$ cat src/rtl/uart_gpio_pkg.sv
// Shared opcodes, reply bytes, FSM state encoding and reply-load payload for the UART/GPIO bridge.
package uart_gpio_pkg;

    localparam logic [7:0] OP_WR_MODE = 8'h01;
    localparam logic [7:0] OP_WR_DATA = 8'h02;
    localparam logic [7:0] OP_READ    = 8'h03;

    localparam logic [7:0] ACK_BYTE = 8'hAC;
    localparam logic [7:0] NAK_BYTE = 8'hEE;

    // Reply serializer byte count: a reply is at most four bytes.
    localparam int unsigned SER_CNT_W = 3;

    typedef enum logic [2:0] {
        IDLE,
        PAYLOAD,
        APPLY,
        SAMPLE,
        REPLY
    } state_t;

    typedef struct packed {
        logic [31:0]          word;
        logic [SER_CNT_W-1:0] nbytes;
    } reply_cmd_t;

endpackage

$ cat src/rtl/uart_gpio_reply_ser.sv
// Reply serializer: loads a word and byte count, emits bytes LSB first over ready/valid.
module uart_gpio_reply_ser
    import uart_gpio_pkg::*;
(
    input  logic                 clk,
    input  logic                 rst_n,
    input  logic                 load,
    input  logic [31:0]          word,
    input  logic [SER_CNT_W-1:0] nbytes,
    output logic [7:0]           tx_data,
    output logic                 tx_valid,
    input  logic                 tx_ready,
    output logic                 done
);

    logic [31:0]          rest;
    logic [SER_CNT_W-1:0] left;

    // rest holds the bytes not yet presented; done pulses the cycle after the last handshake
    always_ff @(posedge clk or negedge rst_n) begin
        if (!rst_n) begin
            rest     <= '0;
            left     <= '0;
            tx_data  <= '0;
            tx_valid <= 1'b0;
            done     <= 1'b0;
        end else begin
            done <= 1'b0;
            if (load) begin
                rest     <= word >> 8;
                left     <= nbytes;
                tx_data  <= word[7:0];
                tx_valid <= (nbytes != '0);
            end else if (tx_valid && tx_ready) begin
                if (left == SER_CNT_W'(1)) begin
                    tx_valid <= 1'b0;
                    done     <= 1'b1;
                end else begin
                    tx_data <= rest[7:0];
                    rest    <= rest >> 8;
                end
                left <= left - 1'b1;
            end
        end
    end

endmodule

$ cat src/rtl/uart_gpio_bridge.sv
// Byte-command bridge: parses RX commands, applies GPIO mode/data words atomically, replies over TX.
module uart_gpio_bridge
    import uart_gpio_pkg::*;
#(
    parameter int unsigned PIN_W       = 16,
    parameter int unsigned TIMEOUT_CYC = 60000
) (
    input  logic             clk,
    input  logic             rst_n,
    input  logic [7:0]       rx_data,
    input  logic             rx_valid,
    output logic [7:0]       tx_data,
    output logic             tx_valid,
    input  logic             tx_ready,
    output logic [PIN_W-1:0] gpio_mode,
    output logic [PIN_W-1:0] gpio_data,
    output logic             gpio_valid,
    input  logic [PIN_W-1:0] gpio_in,
    output logic             busy,
    output logic             err_timeout,
    output logic             err_opcode,
    output logic             err_overrun
);

    localparam int unsigned NB     = (PIN_W + 7) / 8;
    localparam int unsigned SH_W   = NB * 8;
    localparam int unsigned BCNT_W = $clog2(NB + 1);
    localparam int unsigned TMO_W  = $clog2(TIMEOUT_CYC + 1);

    state_t              state;
    state_t              state_next;
    logic                is_mode;
    logic [PIN_W-1:0]    shadow;
    logic [PIN_W-1:0]    shadow_merge_c;
    logic [BCNT_W-1:0]   bcnt;
    logic [TMO_W-1:0]    tmo_cnt;
    logic                start_c;
    logic                accept_c;
    logic                commit_c;
    logic                tmo_fire_c;
    logic                bad_op_c;
    logic                overrun_c;
    logic                ser_load_c;
    reply_cmd_t          ser_cmd_c;
    logic                ser_done;

    // Incoming payload byte lands at its LSB-first slot; bits above PIN_W fall off
    assign shadow_merge_c = shadow | PIN_W'(SH_W'(rx_data) << {bcnt, 3'b000});

    always_comb begin
        state_next = state;
        start_c    = 1'b0;
        accept_c   = 1'b0;
        commit_c   = 1'b0;
        tmo_fire_c = 1'b0;
        bad_op_c   = 1'b0;
        overrun_c  = 1'b0;
        ser_load_c = 1'b0;
        ser_cmd_c  = '0;
        case (state)
            IDLE: begin
                if (rx_valid) begin
                    if (rx_data == OP_WR_MODE || rx_data == OP_WR_DATA) begin
                        start_c    = 1'b1;
                        state_next = PAYLOAD;
                    end else if (rx_data == OP_READ) begin
                        state_next = SAMPLE;
                    end else begin
                        bad_op_c         = 1'b1;
                        ser_load_c       = 1'b1;
                        ser_cmd_c.word   = 32'(NAK_BYTE);
                        ser_cmd_c.nbytes = SER_CNT_W'(1);
                        state_next       = REPLY;
                    end
                end
            end
            PAYLOAD: begin
                // A byte arriving on the expiry cycle takes priority over the timeout
                if (rx_valid) begin
                    accept_c = 1'b1;
                    if (bcnt == BCNT_W'(NB - 1)) begin
                        commit_c   = 1'b1;
                        state_next = APPLY;
                    end
                end else if (tmo_cnt == TMO_W'(TIMEOUT_CYC - 1)) begin
                    tmo_fire_c = 1'b1;
                    state_next = IDLE;
                end
            end
            APPLY: begin
                ser_load_c       = 1'b1;
                ser_cmd_c.word   = 32'(ACK_BYTE);
                ser_cmd_c.nbytes = SER_CNT_W'(1);
                state_next       = REPLY;
            end
            SAMPLE: begin
                ser_load_c       = 1'b1;
                ser_cmd_c.word   = 32'(gpio_in);
                ser_cmd_c.nbytes = SER_CNT_W'(NB);
                state_next       = REPLY;
            end
            REPLY: begin
                if (ser_done) begin
                    state_next = IDLE;
                end
            end
            default: state_next = IDLE;
        endcase
        if (rx_valid && (state == APPLY || state == SAMPLE || state == REPLY)) begin
            overrun_c = 1'b1;
        end
    end

    always_ff @(posedge clk or negedge rst_n) begin
        if (!rst_n) begin
            state       <= IDLE;
            busy        <= 1'b0;
            is_mode     <= 1'b0;
            shadow      <= '0;
            bcnt        <= '0;
            tmo_cnt     <= '0;
            gpio_mode   <= '0;
            gpio_data   <= '0;
            gpio_valid  <= 1'b0;
            err_timeout <= 1'b0;
            err_opcode  <= 1'b0;
            err_overrun <= 1'b0;
        end else begin
            state       <= state_next;
            busy        <= (state_next != IDLE);
            gpio_valid  <= commit_c;
            err_timeout <= tmo_fire_c;
            err_opcode  <= bad_op_c;
            err_overrun <= overrun_c;

            if (start_c) begin
                is_mode <= (rx_data == OP_WR_MODE);
                shadow  <= '0;
                bcnt    <= '0;
            end else if (accept_c) begin
                shadow <= shadow_merge_c;
                bcnt   <= bcnt + 1'b1;
            end else if (tmo_fire_c) begin
                shadow <= '0;
                bcnt   <= '0;
            end

            // Idle-cycle counter only runs between payload bytes
            if (rx_valid || state != PAYLOAD) begin
                tmo_cnt <= '0;
            end else begin
                tmo_cnt <= tmo_cnt + 1'b1;
            end

            if (commit_c) begin
                if (is_mode) begin
                    gpio_mode <= shadow_merge_c;
                end else begin
                    gpio_data <= shadow_merge_c;
                end
            end
        end
    end

    uart_gpio_reply_ser u_ser (
        .clk      (clk),
        .rst_n    (rst_n),
        .load     (ser_load_c),
        .word     (ser_cmd_c.word),
        .nbytes   (ser_cmd_c.nbytes),
        .tx_data  (tx_data),
        .tx_valid (tx_valid),
        .tx_ready (tx_ready),
        .done     (ser_done)
    );

endmodule

$ cat config.mk
export PLATFORM = sky130hd
export DESIGN_NAME = uart_gpio_bridge
export DESIGN_NICKNAME = d
export VERILOG_FILES = /design/src/rtl/uart_gpio_pkg.sv /design/src/rtl/uart_gpio_reply_ser.sv /design/src/rtl/uart_gpio_bridge.sv
export SDC_FILE = /design/constraint.sdc
export NUM_CORES = 1
export LEC_CHECK = 0
export ABC_CLOCK_PERIOD_IN_PS = 5870
export BUFFER_PORTS_ARGS = -buffer_cell sky130_fd_sc_hd__clkbuf_2
export CAP_MARGIN = 40
export CORE_ASPECT_RATIO = 1.25
export CORE_UTILIZATION = 30
export CTS_CLUSTER_SIZE = 8
export DETAILED_ROUTE_END_ITERATION = 12
export PLACE_DENSITY_LB_ADDON = 0.3
export SLEW_MARGIN = 20
export SYNTH_ARGS = -nofsm -noshare
export SYNTH_HDL_FRONTEND = slang
export SYNTH_SLANG_ARGS = --single-unit
export TNS_END_PERCENT = 1
$ cat constraint.sdc
create_clock -name clk -period 5.87 [get_ports clk]
set_input_delay 0.587 -clock clk [delete_from_list [all_inputs] [get_ports clk]]
set_output_delay 0.587 -clock clk [all_outputs]
set_load 0.05 [all_outputs]
==> results.md <==
- Status: complete, no violations
- Layout cells sized above 1: 0.215
- Max Slew Vio Count: 0
- Multi-input combinational cell area: 1660 µm²
- Worst slack, placed: 2950 ps
- Drt total wl: 10000 µm
- Number of gates resized after cts: 0
- Post-route ant nets: 0
- Sink Count: 96
- Most frequent cell after synthesis: dfrtp_1
- Max-cap violation count: 0
- TritonCTS Buffers: 9
- Top cells by area, synth: dfrtp_1 57%, a21oi_1 5.6%, nor2_1 4.6%
- WHS: roughly 260 ps
- DRC: 0
- IO buf count: 73
- Fill count: 1358
- Std cell rows: 47
- Static Leak: 2.31 nW
- Mean Syn Cell Area: 10.3 µm²
- ANT cells: 0
- Tmin final: 2570 ps
- TNS Setup: 0 ps
- Arrival time worst endpoint: around 2800 ps
- Core box area: between 10000 and 15000 µm²
- Yosys warnings: 0
- Vias in the first global route: 3238
- Mapped cell area: 4200 µm²
- Ys flop type: dfrtp_1
- DR pass1 iterations: 4
- Hold crit path type: in -> async
- FFs w/ async S/R, synth: 1.00
- Tcrit/Tclk final: 0.438
- Post-synth EDFFs: 0
- Area after DPL: ~4700 µm²
- Post-route setup slack: approximately 3300 ps
- Bufs on Longest Clock Path: 2
- Critical path capture point type: flip-flop
- First-pass GRT wire length: between 15000 and 20000 µm
- Final hold viol count: 0
- Top-area cell type share of the netlist area: 0.572
- Slew headroom: 0.490
- Root Buffer: clkbuf_16
- Largest net degree at the start of global routing: 51
- Die Ht: 134 µm
- GP Congestion: 0.791
- DR iter-0 viols: between 200 and 250
- Cells after DPL: 634
- Nets: a little over 500
- HPWL Detailed: 7200 µm
- Worst slew pin tran: 764 ps
- WL/cell: about 15 µm
- Die ar.: 14500 µm²
- Kind of start point of the critical path: primary input
- Initial Util: 0.312
- CP Class: in -> reg
- Area leader, netlist: dfrtp_1
- H-tree levels: 3
- I/O Pins: 74
- PwrDens: 335 nW/µm²
- Routed vias: 3258
- Final setup vio count: 0
- Syn Nets: 440
- Vias/cell: 5.01
- GR Overflow Total: 0
- Most instantiated cells after synthesis: 96 x dfrtp_1, 51 x nor2_1, 47 x a21oi_1
- CTS hold repair buffers: 0
- Post-CTS Setup Bufs: 0
- GRT Resource Usage Total: 0.148
- Max Clock Freq: 389 MHz
- Worst-path clk slew: 60 ps
- Register area share after synthesis: 0.572
- Non-filler cells in the finished layout: 650
- RSZ-0062 raised after global routing: no
- Peak supply drop: ~0.00013 V
- Crit-path max FO: 12
- Clk_lat worst skew: 340 ps
- CTS tree: built
- Yosys cell types: 51
- Synth Instances: 408
- P&R area growth vs syn: 19.3%
- Register area: between 2000 and 2500 µm²
- Final Cell Area: 5010 µm²
- Die width: 108 µm
- Worst Clk Skew: 7.40 ps
- Register bit total from synthesis: 96
- Initial antenna violation count: 0
- CP required: 6100 ps
-- layer usage --
layer,global-route usage,up-vias,part of all wire
li1,-,1572,-
met1,0.189,1589,0.46
met2,0.240,80,0.48
met3,0.0340,17,0.044
met4,0.0586,0,0.021
met5,0,-,0
-- placed cells by master (no fill, tap or decap), types with 6 or more instances in the layout --
cell / netlist / layout
a21oi_1: 47 / 47
a22o_1: 8 / 8
a32o_1: 6 / 6
clkbuf_16: 0 / 9
clkbuf_2: 0 / 72
dfrtp_1: 96 / 96
inv_1: 11 / 11
nand2_1: 30 / 30
nand3_1: 8 / 8
nand4_1: 8 / 8
nor2_1: 51 / 51
nor3_1: 7 / 7
o21ai_0: 29 / 29
xnor2_1: 8 / 8
xor2_1: 6 / 6
-- final timing paths --
path                       cells past startpoint  slack, ps                      from                            to
max in group asynchronous                      2       4540                     rst_n           is_mode$_DFFE_PN0N_
min in group clk                               2        460               gpio_in[14]     u_ser.rest[6]$_DFFE_PN0P_
max reg2reg                                    4       3690      tmo_cnt[7]$_DFF_PN0_         shadow[1]$_DFFE_PN0P_
max                                            6       3300                rx_data[3]  u_ser.tx_data[3]$_DFFE_PN0P_
min reg2reg                                    2        480  gpio_data[6]$_DFFE_PN0P_      gpio_data[6]$_DFFE_PN0P_
min                                            1        260                     rst_n      gpio_data[2]$_DFFE_PN0P_
-- cells by family (layout without fill, tap and decap cells) --
| logic type | count (synthesis) | in the layout | share of synthesized area |
|---|---|---|---|
| DFF | 96 | 96 | 0.572 |
| muxes | 4 | 4 | 0.0107 |
| xor gates and xnor gates | 14 | 14 | 0.0292 |
| buffers and inverters | 34 | 105 | 0.0325 |
| AOI/OAI and AO/OA | 107 | 107 | 0.159 |
| and+or+nand+nor | 149 | 149 | 0.185 |
| adders and majority gates | 4 | 4 | 0.0119 |
-- worst max-delay path, cell delays in order --
cell and delay (ps):
clkbuf_2 130, or4_4 590, o41ai_4 590, inv_2 200
nor2_4 330, mux2_2 370
-- final cells by class --
class,instances,share of cell area
clock buffer,13,0.0480
clock inverter,3,0.00849
inverter,12,0.00899
multi-input combinational,278,0.331
sequential,96,0.480
tap,171,0.0427
timing repair buffer,77,0.0812
-- registers in the layout (all words and copies together) (netlist names), 2 cells and up --
register,flops
shadow,16
bcnt,2
tmo_cnt,16
state,3
u_ser.rest,8
gpio_data,16
gpio_mode,16
u_ser.left,3
u_ser.tx_data,8
-- report_power, final --
part           internal, W  switching, W  leakage, nW  total (W)
registers         0.000715     0.0000405         1.30   0.000756
clock network     0.000330      0.000241        0.134   0.000572
logic             0.000103      0.000250        0.876   0.000353
total              0.00115      0.000532         2.31    0.00168
-- metrics by stage --
stage | utilization | total power (W)
2_1_floorplan | - | 0.00103
3_3_place_gp | 0.349 | 0.00112
3_5_place_dp | 0.351 | 0.00113
4_1_cts | 0.372 | 0.00170
5_1_grt | 0.372 | 0.00176
6_report | 0.372 | 0.00168
(Power assumes the default switching activity.)
